`src/rtl/oam_dma.sv`:
```
// OAM DMA engine: a CPU write to DMA_ADDR halts the CPU and copies one 256-byte
// page from the CPU bus into the PPU OAMDATA register, one byte per read/write pair.
module oam_dma #(
    parameter logic [15:0] DMA_ADDR    = 16'h4014,
    parameter logic [2:0]  OAMDATA_SEL = 3'd4
) (
    input  logic        clk,
    input  logic        reset,
    input  logic        cpu_ce,
    input  logic [15:0] cpu_addr,
    input  logic [7:0]  cpu_wdata,
    input  logic        cpu_we,
    output logic        cpu_halt,
    output logic [15:0] mem_addr,
    output logic        mem_rd,
    input  logic [7:0]  mem_rdata,
    output logic        ppu_cs_n,
    output logic [2:0]  ppu_reg_addr,
    output logic        ppu_we,
    output logic [7:0]  ppu_wdata,
    output logic        busy,
    output logic        done
);

    typedef enum logic [2:0] {
        S_IDLE,
        S_HALT,
        S_ALIGN,
        S_READ,
        S_WRITE,
        S_DONE
    } state_t;

    state_t      state_q, state_d;
    logic        odd_q;
    logic [7:0]  page_q, page_d;
    logic [7:0]  idx_q, idx_d;
    logic [15:0] mem_addr_q, mem_addr_d;
    logic        halt_q, halt_d;
    logic        busy_q, busy_d;
    logic        done_q, done_d;
    logic        cs_n_q, cs_n_d;
    logic        we_q, we_d;
    logic [2:0]  reg_addr_q, reg_addr_d;
    logic [7:0]  wdata_q, wdata_d;
    logic        trigger;

    assign trigger = cpu_ce & cpu_we & (cpu_addr == DMA_ADDR);

    // CPU-cycle parity; decides whether an alignment cycle is needed before the first read.
    always_ff @(posedge clk or posedge reset) begin
        if (reset) begin
            odd_q <= 1'b0;
        end else if (cpu_ce) begin
            odd_q <= ~odd_q;
        end
    end

    always_comb begin
        // NOTE: every signal gets a default first so no path leaves one unassigned (no latches).
        state_d    = state_q;
        page_d     = page_q;
        idx_d      = idx_q;
        mem_addr_d = mem_addr_q;
        halt_d     = halt_q;
        busy_d     = busy_q;
        reg_addr_d = reg_addr_q;
        wdata_d    = wdata_q;
        done_d     = 1'b0;
        cs_n_d     = 1'b1;
        we_d       = 1'b0;

        unique case (state_q)
            S_IDLE: begin
                if (trigger) begin
                    page_d  = cpu_wdata;
                    idx_d   = 8'h00;
                    halt_d  = 1'b1;
                    busy_d  = 1'b1;
                    state_d = S_HALT;
                end
            end
            S_HALT: begin
                if (cpu_ce) begin
                    mem_addr_d = {page_q, idx_q};
                    state_d    = odd_q ? S_ALIGN : S_READ;
                end
            end
            S_ALIGN: begin
                if (cpu_ce) begin
                    mem_addr_d = {page_q, idx_q};
                    state_d    = S_READ;
                end
            end
            S_READ: begin
                if (cpu_ce) begin
                    state_d = S_WRITE;
                end
            end
            S_WRITE: begin
                if (cpu_ce) begin
                    wdata_d    = mem_rdata;
                    reg_addr_d = OAMDATA_SEL;
                    we_d       = 1'b1;
                    cs_n_d     = 1'b0;
                    if (idx_q == 8'hFF) begin
                        // Release the CPU as the last byte goes out so the halt spans exactly the copy.
                        halt_d  = 1'b0;
                        busy_d  = 1'b0;
                        done_d  = 1'b1;
                        state_d = S_DONE;
                    end else begin
                        idx_d      = idx_q + 8'd1;
                        mem_addr_d = {page_q, idx_q + 8'd1};
                        state_d    = S_READ;
                    end
                end
            end
            S_DONE: begin
                state_d = S_IDLE;
            end
            default: begin
                state_d = S_IDLE;
            end
        endcase
    end

    always_ff @(posedge clk or posedge reset) begin
        if (reset) begin
            state_q    <= S_IDLE;
            page_q     <= 8'h00;
            idx_q      <= 8'h00;
            mem_addr_q <= 16'h0000;
            halt_q     <= 1'b0;
            busy_q     <= 1'b0;
            done_q     <= 1'b0;
            cs_n_q     <= 1'b1;
            we_q       <= 1'b0;
            reg_addr_q <= 3'd0;
            wdata_q    <= 8'h00;
        end else begin
            // NOTE: non-blocking assignments so every register samples pre-edge values.
            state_q    <= state_d;
            page_q     <= page_d;
            idx_q      <= idx_d;
            mem_addr_q <= mem_addr_d;
            halt_q     <= halt_d;
            busy_q     <= busy_d;
            done_q     <= done_d;
            cs_n_q     <= cs_n_d;
            we_q       <= we_d;
            reg_addr_q <= reg_addr_d;
            wdata_q    <= wdata_d;
        end
    end

    // Read strobe lasts only the clk carrying the READ-state cpu_ce.
    assign mem_rd       = (state_q == S_READ) & cpu_ce;
    assign mem_addr     = mem_addr_q;
    assign cpu_halt     = halt_q;
    assign busy         = busy_q;
    assign done         = done_q;
    assign ppu_cs_n     = cs_n_q;
    assign ppu_we       = we_q;
    assign ppu_reg_addr = reg_addr_q;
    assign ppu_wdata    = wdata_q;

endmodule
```
`config.mk`:
```
export PLATFORM = sky130hd
export DESIGN_NAME = oam_dma
export DESIGN_NICKNAME = d
export VERILOG_FILES = /design/src/rtl/oam_dma.sv
export SDC_FILE = /design/constraint.sdc
export NUM_CORES = 1
export LEC_CHECK = 0
export ABC_CLOCK_PERIOD_IN_PS = 5000
export BUFFER_PORTS_ARGS = -buffer_cell sky130_fd_sc_hd__buf_2
export CAP_MARGIN = 40
export CORE_ASPECT_RATIO = 1.75
export CORE_MARGIN = 4
export CORE_UTILIZATION = 50
export DETAILED_ROUTE_END_ITERATION = 16
export PLACE_DENSITY = 0.82
export SLEW_MARGIN = 5
export SYNTH_ARGS = -nofsm -noshare
export SYNTH_HDL_FRONTEND = slang
export SYNTH_SLANG_ARGS = --single-unit
```
`constraint.sdc`:
```
create_clock -name clk -period 5 [get_ports clk]
set_input_delay 0.5 -clock clk [delete_from_list [all_inputs] [get_ports clk]]
set_output_delay 0.5 -clock clk [all_outputs]
set_load 0.005 [all_outputs]
```
==> results of run 1 <==
-- registers in the layout, summed over array words and instances, names as in the netlist --
| register | count |
|---|---|
| ppu_we | 1 |
| odd_q | 1 |
| ppu_wdata | 8 |
| ppu_cs_n | 1 |
| idx_q | 8 |
| done | 1 |
| state_q | 3 |
| busy | 1 |
| page_q | 8 |
| mem_addr | 16 |
| ppu_reg_addr | 1 |
-- layout make-up --
cell class / instances / area (um^2) / share of cell area, %
clock buffer: 6 / 72.6 / 2.68
clock inverter: 2 / 35.0 / 1.30
inverter: 6 / 22.5 / 0.833
multi-input combinational: 143 / 917 / 33.9
sequential: 49 / 1230 / 45.4
tap: 51 / 63.8 / 2.36
timing repair buffer: 68 / 365 / 13.5
-- cell families (layout without fill, tap and decap cells) --
kind of cell	count (synthesis)	in the layout	share of synthesized area (%)
compound gates	34	34	8.46
fa+ha+maj	2	2	1.11
flops	49	49	54.6
simple gates	80	80	17.6
xor+xnor	8	8	3.12
other cells	1	2	0.167
buf+inv	17	82	4.79
mux	17	17	10.2
-- per-layer routing --
metal | vias up | wire length (um)
met5 | - | 0
met4 | 0 | 97
met3 | 8 | 264
met2 | 54 | 2400
met1 | 807 | 1770
li1 | 831 | -
-- worst max-delay path: cells and delay by family (launching register included) --
kind,cells,cell delay [ns]
AOI/OAI and AO/OA,4,0.90
DFF,1,0.46
and+or+nand+nor,1,0.64
-- worst max-delay path by stage --
stage                           startpoint                    end  slack (ns)  depth (start not counted)
finish              state_q[0]$_DFFE_PP0P_   idx_q[2]$_DFFE_PP0P_        2.87                          5
global route        state_q[1]$_DFFE_PP0P_   idx_q[7]$_DFFE_PP0P_        2.62                          5
CTS                 state_q[0]$_DFFE_PP0P_   idx_q[2]$_DFFE_PP0P_        2.85                          5
detailed placement                  cpu_ce   idx_q[2]$_DFFE_PP0P_        2.67                          6
global placement                    cpu_ce   idx_q[1]$_DFFE_PP0P_        2.71                          5
floorplan                      cpu_addr[0]  page_q[0]$_DFFE_PP0P_        3.05                          5
-- power by group through the flow --
stage	clock network [uW]	registers [uW]	logic, uW
2_1_floorplan	0	512	188
3_3_place_gp	0	524	243
3_5_place_dp	0	526	268
4_1_cts	279	519	270
5_1_grt	296	530	300
6_report	270	520	264
-- through the flow --
step                      instances  total power, uW  util, %  hold slack [ns]
after global routing            325             1130     62.0            0.103
final                           325             1050     62.0            0.101
after detailed placement        317              794     59.5            0.428
after CTS                       325             1070     62.0           0.0967
after global placement          315              767     58.7            0.447
after floorplan                 209              700        -            0.442
-- placed cells by master, fill, tap and decap left out, types with 2 or more instances in the layout --
cell type,Yosys,final
buf_2,4,66
dfrtp_1,48,48
nand2_1,42,42
o21ai_0,17,17
nor2_1,15,15
mux2_4,10,10
a21oi_1,7,7
mux2_2,7,7
clkbuf_8,0,5
inv_1,5,4
a31oi_1,4,4
xnor2_1,4,4
xor2_1,4,4
nand3_1,3,3
nor3b_1,2,2
nor4b_1,2,2
and4_1,2,2
and3_1,2,2
or2_2,2,2
o31ai_1,2,2
nand2b_1,2,2
o22ai_1,2,2
ha_1,2,2
conb_1,1,2
==> metrics list, run 1 <==
- Once the clock tree was built, the setup fixing pass inserted 0 buffers.
- The number of cells on the worst reg-to-reg path is 5.
- The floorplan has 32 rows.
* Slowest stage cell, crit path: nand4bb_1
- STA puts the critical path data required time at 5.16 ns.
- Final Hold Viols: 0
- After detailed routing, the average wire length per cell comes to 13.9 um.
- Once the floorplan was initialized, standard cells occupied 51.5% of the core.
- Post-detailed-route count of antenna-violating nets: 0
- Net switching is 30.3% of the power.
- Max-Slew Margin vs Limit: 57.3%
- Of the post-synthesis cell area, the dominant cell type holds 53.4%.
- Cells with a size suffix above 1 make up 36.9% of the layout.
* Clk root buf: clkbuf_8
- For this run, asynchronously set or reset flops after synthesis account for 100%.
- Grt peak-use layer: met2
* Worst slew pin tran: 0.636 ns
- The count of buffers added on input and output ports is 66.
* GRT Resource Usage Total: 17.3%
* GR Layer Usage met3: 2.40%
- In this run, post-CTS repair resized a total of 0 instances.
* Vias per Instance: 5.23
- The internal portion of the total power is 735 uW.
* Number of max-cap violations: 0
* Leading cell type by number of instances after synthesis: dfrtp_1
- The setup path with the least slack is of type reg2reg.
* Number of warning messages in the yosys log: 0
- Dividing total power by cell area gives a power density of 390 nW/um^2.
- For met2 alone, demand over resource in global routing was 30.0%.
* Kind of end point of the critical path: flop
- Sequential cells were found to cover 54.6% of the synthesized design area.
- Sum of net half-perimeters after detailed placement: 3390 um
* GR Layer Usage met1: 21.0%
- Height of the chip: 96.7 um
* Synthesized flop and latch total: 49
* Finish-stage setup viols: 0
- Entering global routing, the biggest net connects 42 pins.
- In the final timing run, aggregate negative setup slack is 0 ns.
- The mapped netlist covers 2250 um^2.
- Gate Count Post-Synth: 208
* Proportion of power drawn by flip-flops and latches: 49.4%
- For this design the total switching power over the nets is 319 uW.
* Peak VDD IR: 0.254 mV
- Clock skew on the completed layout was measured at 0.00859 ns.
- Fill count: 363
* Total Wirelength: 4530 um
- The clock passes through at most 2 buffers.
* Most used DFF post-synth: dfrtp_1
* Final worst-path setup slack: 2.87 ns
- Post-route cell area: 2700 um^2
* Status: completed
* Leakage power total: 0.00143 uW
- Number of buffers inserted by hold repair at cts: 0
- WP data arrival: 2.29 ns
- Clock-pin slew was measured on the worst setup and hold paths at 0.09 ns.
- The first global-routing pass estimated 7820 um of wire.
- TritonCTS built the clock tree.
- The max-slew violation count came to 0.
- Area Growth Syn to Fin: 20.3%
- The worst hold path belongs to the class in2async.
* End of the worst register-to-register path: idx_q[2]$_DFFE_PP0P_
* Placement-stage cell area: 2600 um^2
- Std-Cell Core Area: 4360 um^2
- The signal on the critical path passes through nand4bb_1, a21oi_1, a21oi_1, o21ai_0, o21ai_0.
* NumNets Final: 311
* Number of flops mapped to enable cells by yosys: 0
- Total global routing overflow: 0
- Initial drt markers: 69
- H-tree lvl count: 2
* Clock power share: 25.6%
- Setup repair after global routing left no endpoint under its margin.
* Initial antenna violation count: 0
- Main area contributors after synthesis: dfrtp_1, nand2_1, mux2_4
- Counting instances in the post-synthesis netlist gives the leading cell types as dfrtp_1, nand2_1, o21ai_0.
- Achievable clock frequency: 469 MHz
- Buffers inserted during clock tree synthesis total 5.
* Via total after detailed routing: 1700
- In this run the worst path has a maximum fanout of 15.
* Remaining design rule violation count: 0
- The die covers 5680 um^2.
- Launch instance of the worst register-to-register path: state_q[0]$_DFFE_PP0P_
* GPL Wtd Cong: 0.784
* Number of iterations in the first detailed-routing pass: 4
* Width of the die: 58.7 um
- Worst setup slack before clock tree synthesis: 2.67 ns
* Diodes inserted: 0
- Number of sinks driven by the clock tree: 49
* Number of top-level pins: 69
* Cell type contributing the most total cell area after synthesis: dfrtp_1
- Of the available clock period, the critical path in the final layout requires 42.7%.
- The synthesized netlist contains 39 unique library cells.
- Dividing the synthesized area by the synthesized cell count gives 10.8 um^2.
- Of the total power, combinational logic draws 25.0%.
- STA classifies the critical path startpoint as a flop.
- Via count of the first global-routing pass: 1749
- In this run the register-to-register setup slack is 2.87 ns.
* Max incr delay on CP: 0.64 ns
- The later pin in the worst-skew pair is clocked with a latency of 0.30 ns.
- Post-layout minimum cycle time: 2.13 ns
Power figures use the tool's default switching activity.
==> inputs of run 2 (changes only) <==
Settings changed: ABC_CLOCK_PERIOD_IN_PS 5000 to 1800, CORE_UTILIZATION 50 to 46, PLACE_DENSITY 0.82 to 0.8.
Clock period 5 ns to 1.8 ns, I/O delays scaled along.
==> metrics list, run 2 (synthesis results as in run 1) <==
- Status: completed
- Kind of end point of the critical path: flop
* Final Hold Viols: 0
- Cts bufs inserted: 5
- Leakage power total: 0.00151 uW
* Row count: 33
- Initial Utilization: 47.8%
- Largest net degree at the start of global routing: 29
* Commonest cells after routing, fill and taps aside: buf_2, dfrtp_1, nand2_1
- The routed layout has 1779 vias.
- For this run, the post-layout net count is 331.
- Std-Cell Core Area: 4710 um^2
- Global routing consumed, on the met3 layer, 2.05% of the routing resources.
- met2 is the most crowded layer.
* Remaining design rule violation count: 0
- Total Wirelength: 4860 um
- Hold Crit Class: in2reg
- Total design power: 2960 uW
- Post-CTS timing repair inserted 0 buffers for setup.
- In this run the horizontal extent of the chip is 60.9 um.
- After detailed routing, the average wire length per cell comes to 14.0 um.
* Post-detailed-route count of antenna-violating nets: 0
- P per Cell Area: 1040 nW/um^2
- The repair_antennas step left the layout with diodes totalling 0.
- Post-layout minimum cycle time: 1.70 ns
- The worst path meets setup with 0.0956 ns of slack.
* Total global routing overflow: 0
- Util after Layout: 60.5%
- At the placement stage, the worst setup path has a slack of 0.0273 ns.
- Initial drt markers: 49
* Number of iterations in the first detailed-routing pass: 4
- The H-tree was split into 2 levels.
- Most common cell after layout, fill and taps aside: buf_2
- 69 I/O pins were placed.
- Setup repair after global routing left no endpoint under its margin.
- Detailed placement finished with a half-perimeter wire length of 3730 um.
* Achievable clock frequency: 587 MHz
- For this design, the sink count on the clock tree is 49.
* Fraction of layout instances using a drive strength above 1: 41.8%
- Max Transition Viols Final: 0
- At the later pin of the worst-skew pair, clock insertion delay measures 0.30 ns.
- Area of the die: 6110 um^2
- Clk root buf: clkbuf_8
* Path type of the worst setup path: reg2reg
* Height of the chip: 100 um
- At the pin with the least slew margin, the transition time is 0.583 ns.
- Dividing the detail-routed via count by the number of cells gives 5.14.
- The clock passes through at most 2 buffers.
* Clock transition at the register clock pins on the worst setup and hold paths after CTS: 0.09 ns
* Share of the clock period used by the worst path: 94.7%
* Clock tree from TritonCTS: yes
- First-pass GRT wire length: 8270 um
- Number of flip-flops in the largest register: 16
* Port Buf Inserts: 66
- GPL Wtd Cong: 0.858
* Launch instance of the worst register-to-register path: state_q[1]$_DFFE_PP0P_
* Peak VDD IR: 0.871 mV
- Worst setup path startpoint: state_q[1]$_DFFE_PP0P_
- The filler cells instantiated in the layout total 408.
* Area Growth Syn to Fin: 26.7%
- The worst pin sits at a relative slew slack of 61.0%.
- For the worst setup path, the data required time is 1.99 ns.
- The startpoint identified for the worst hold timing path is mem_rdata[4].
- Initial antenna violation count: 0
- Along the worst path, the maximum fanout reaches 10.
- Category of the worst setup path launch point: flop
- Global routing used 30.7% of the available met2 tracks.
* GRT Resource Usage Total: 17.7%
- Maximum clock skew at final layout: 0.00514 ns
- The number of global-route vias before repair was 1854.
- Setup total negative slack on the finished layout was measured at 0 ns.
- GR Layer Usage met1: 20.9%
- Setup violations remaining at the end of the flow were counted as 0.
- Number of max-cap violations: 0
* WP data arrival: 1.89 ns
[run 2: layout make-up]
cell class | instances | area [um^2] | area share, %
clock inverter | 2 | 15.0 | 0.527
timing repair buffer | 87 | 515 | 18.1
tap | 52 | 65.1 | 2.28
inverter | 6 | 22.5 | 0.791
sequential | 49 | 1230 | 43.1
clock buffer | 6 | 72.6 | 2.55
multi-input combinational | 144 | 930 | 32.6
[run 2: power breakdown]
part	internal (uW)	switching, uW	total, uW	leakage [uW]
clock network	274	351	625	0.0000374
logic	456	480	936	0.000817
registers	1290	111	1400	0.000656
total	2010	942	2960	0.00151
[run 2: final timing paths]
kind / to / slack, ns / cells after the start
min in group asynchronous: page_q[0]$_DFFE_PP0P_ / 0.48 / 3
max in group asynchronous: state_q[1]$_DFFE_PP0P_ / 0.78 / 4
min: ppu_wdata[4]$_DFFE_PP0P_ / 0.07 / 3
max reg2reg: mem_addr[10]$_DFFE_PP0P_ / 0.1 / 5
max: mem_addr[10]$_DFFE_PP0P_ / 0.1 / 5
min reg2reg: ppu_reg_addr[2]$_DFFE_PP0P_ / 0.47 / 1
[run 2: timing repair]
action                                 4_1_cts  5_1_grt
hold buffers                                 1        0
setup endpoints to repair                    0        5
resized for setup                            0        4
endpoints found under the hold margin       26        0
[run 2: per-layer routing]
metal	up-vias	share of wire (%)
met5	-	0
met4	0	3.0
met3	9	4.5
met2	51	54
met1	848	39
li1	871	-
[run 2: critical path: stages, from the launching register on]
cell     delay (ns)
dfrtp_2        0.46
or3b_1         0.44
a21oi_2        0.14
o21ai_2        0.09
buf_4          0.18
mux2_4         0.29
[run 2: metrics by stage]
step                area (um^2)  hold slack, ns  cells
finish                     2850          0.0672    346
global route               2850          0.0708    346
CTS                        2840          0.0608    345
detailed placement         2740           0.289    336
global placement           2740           0.270    336
floorplan                  2250           0.285    209
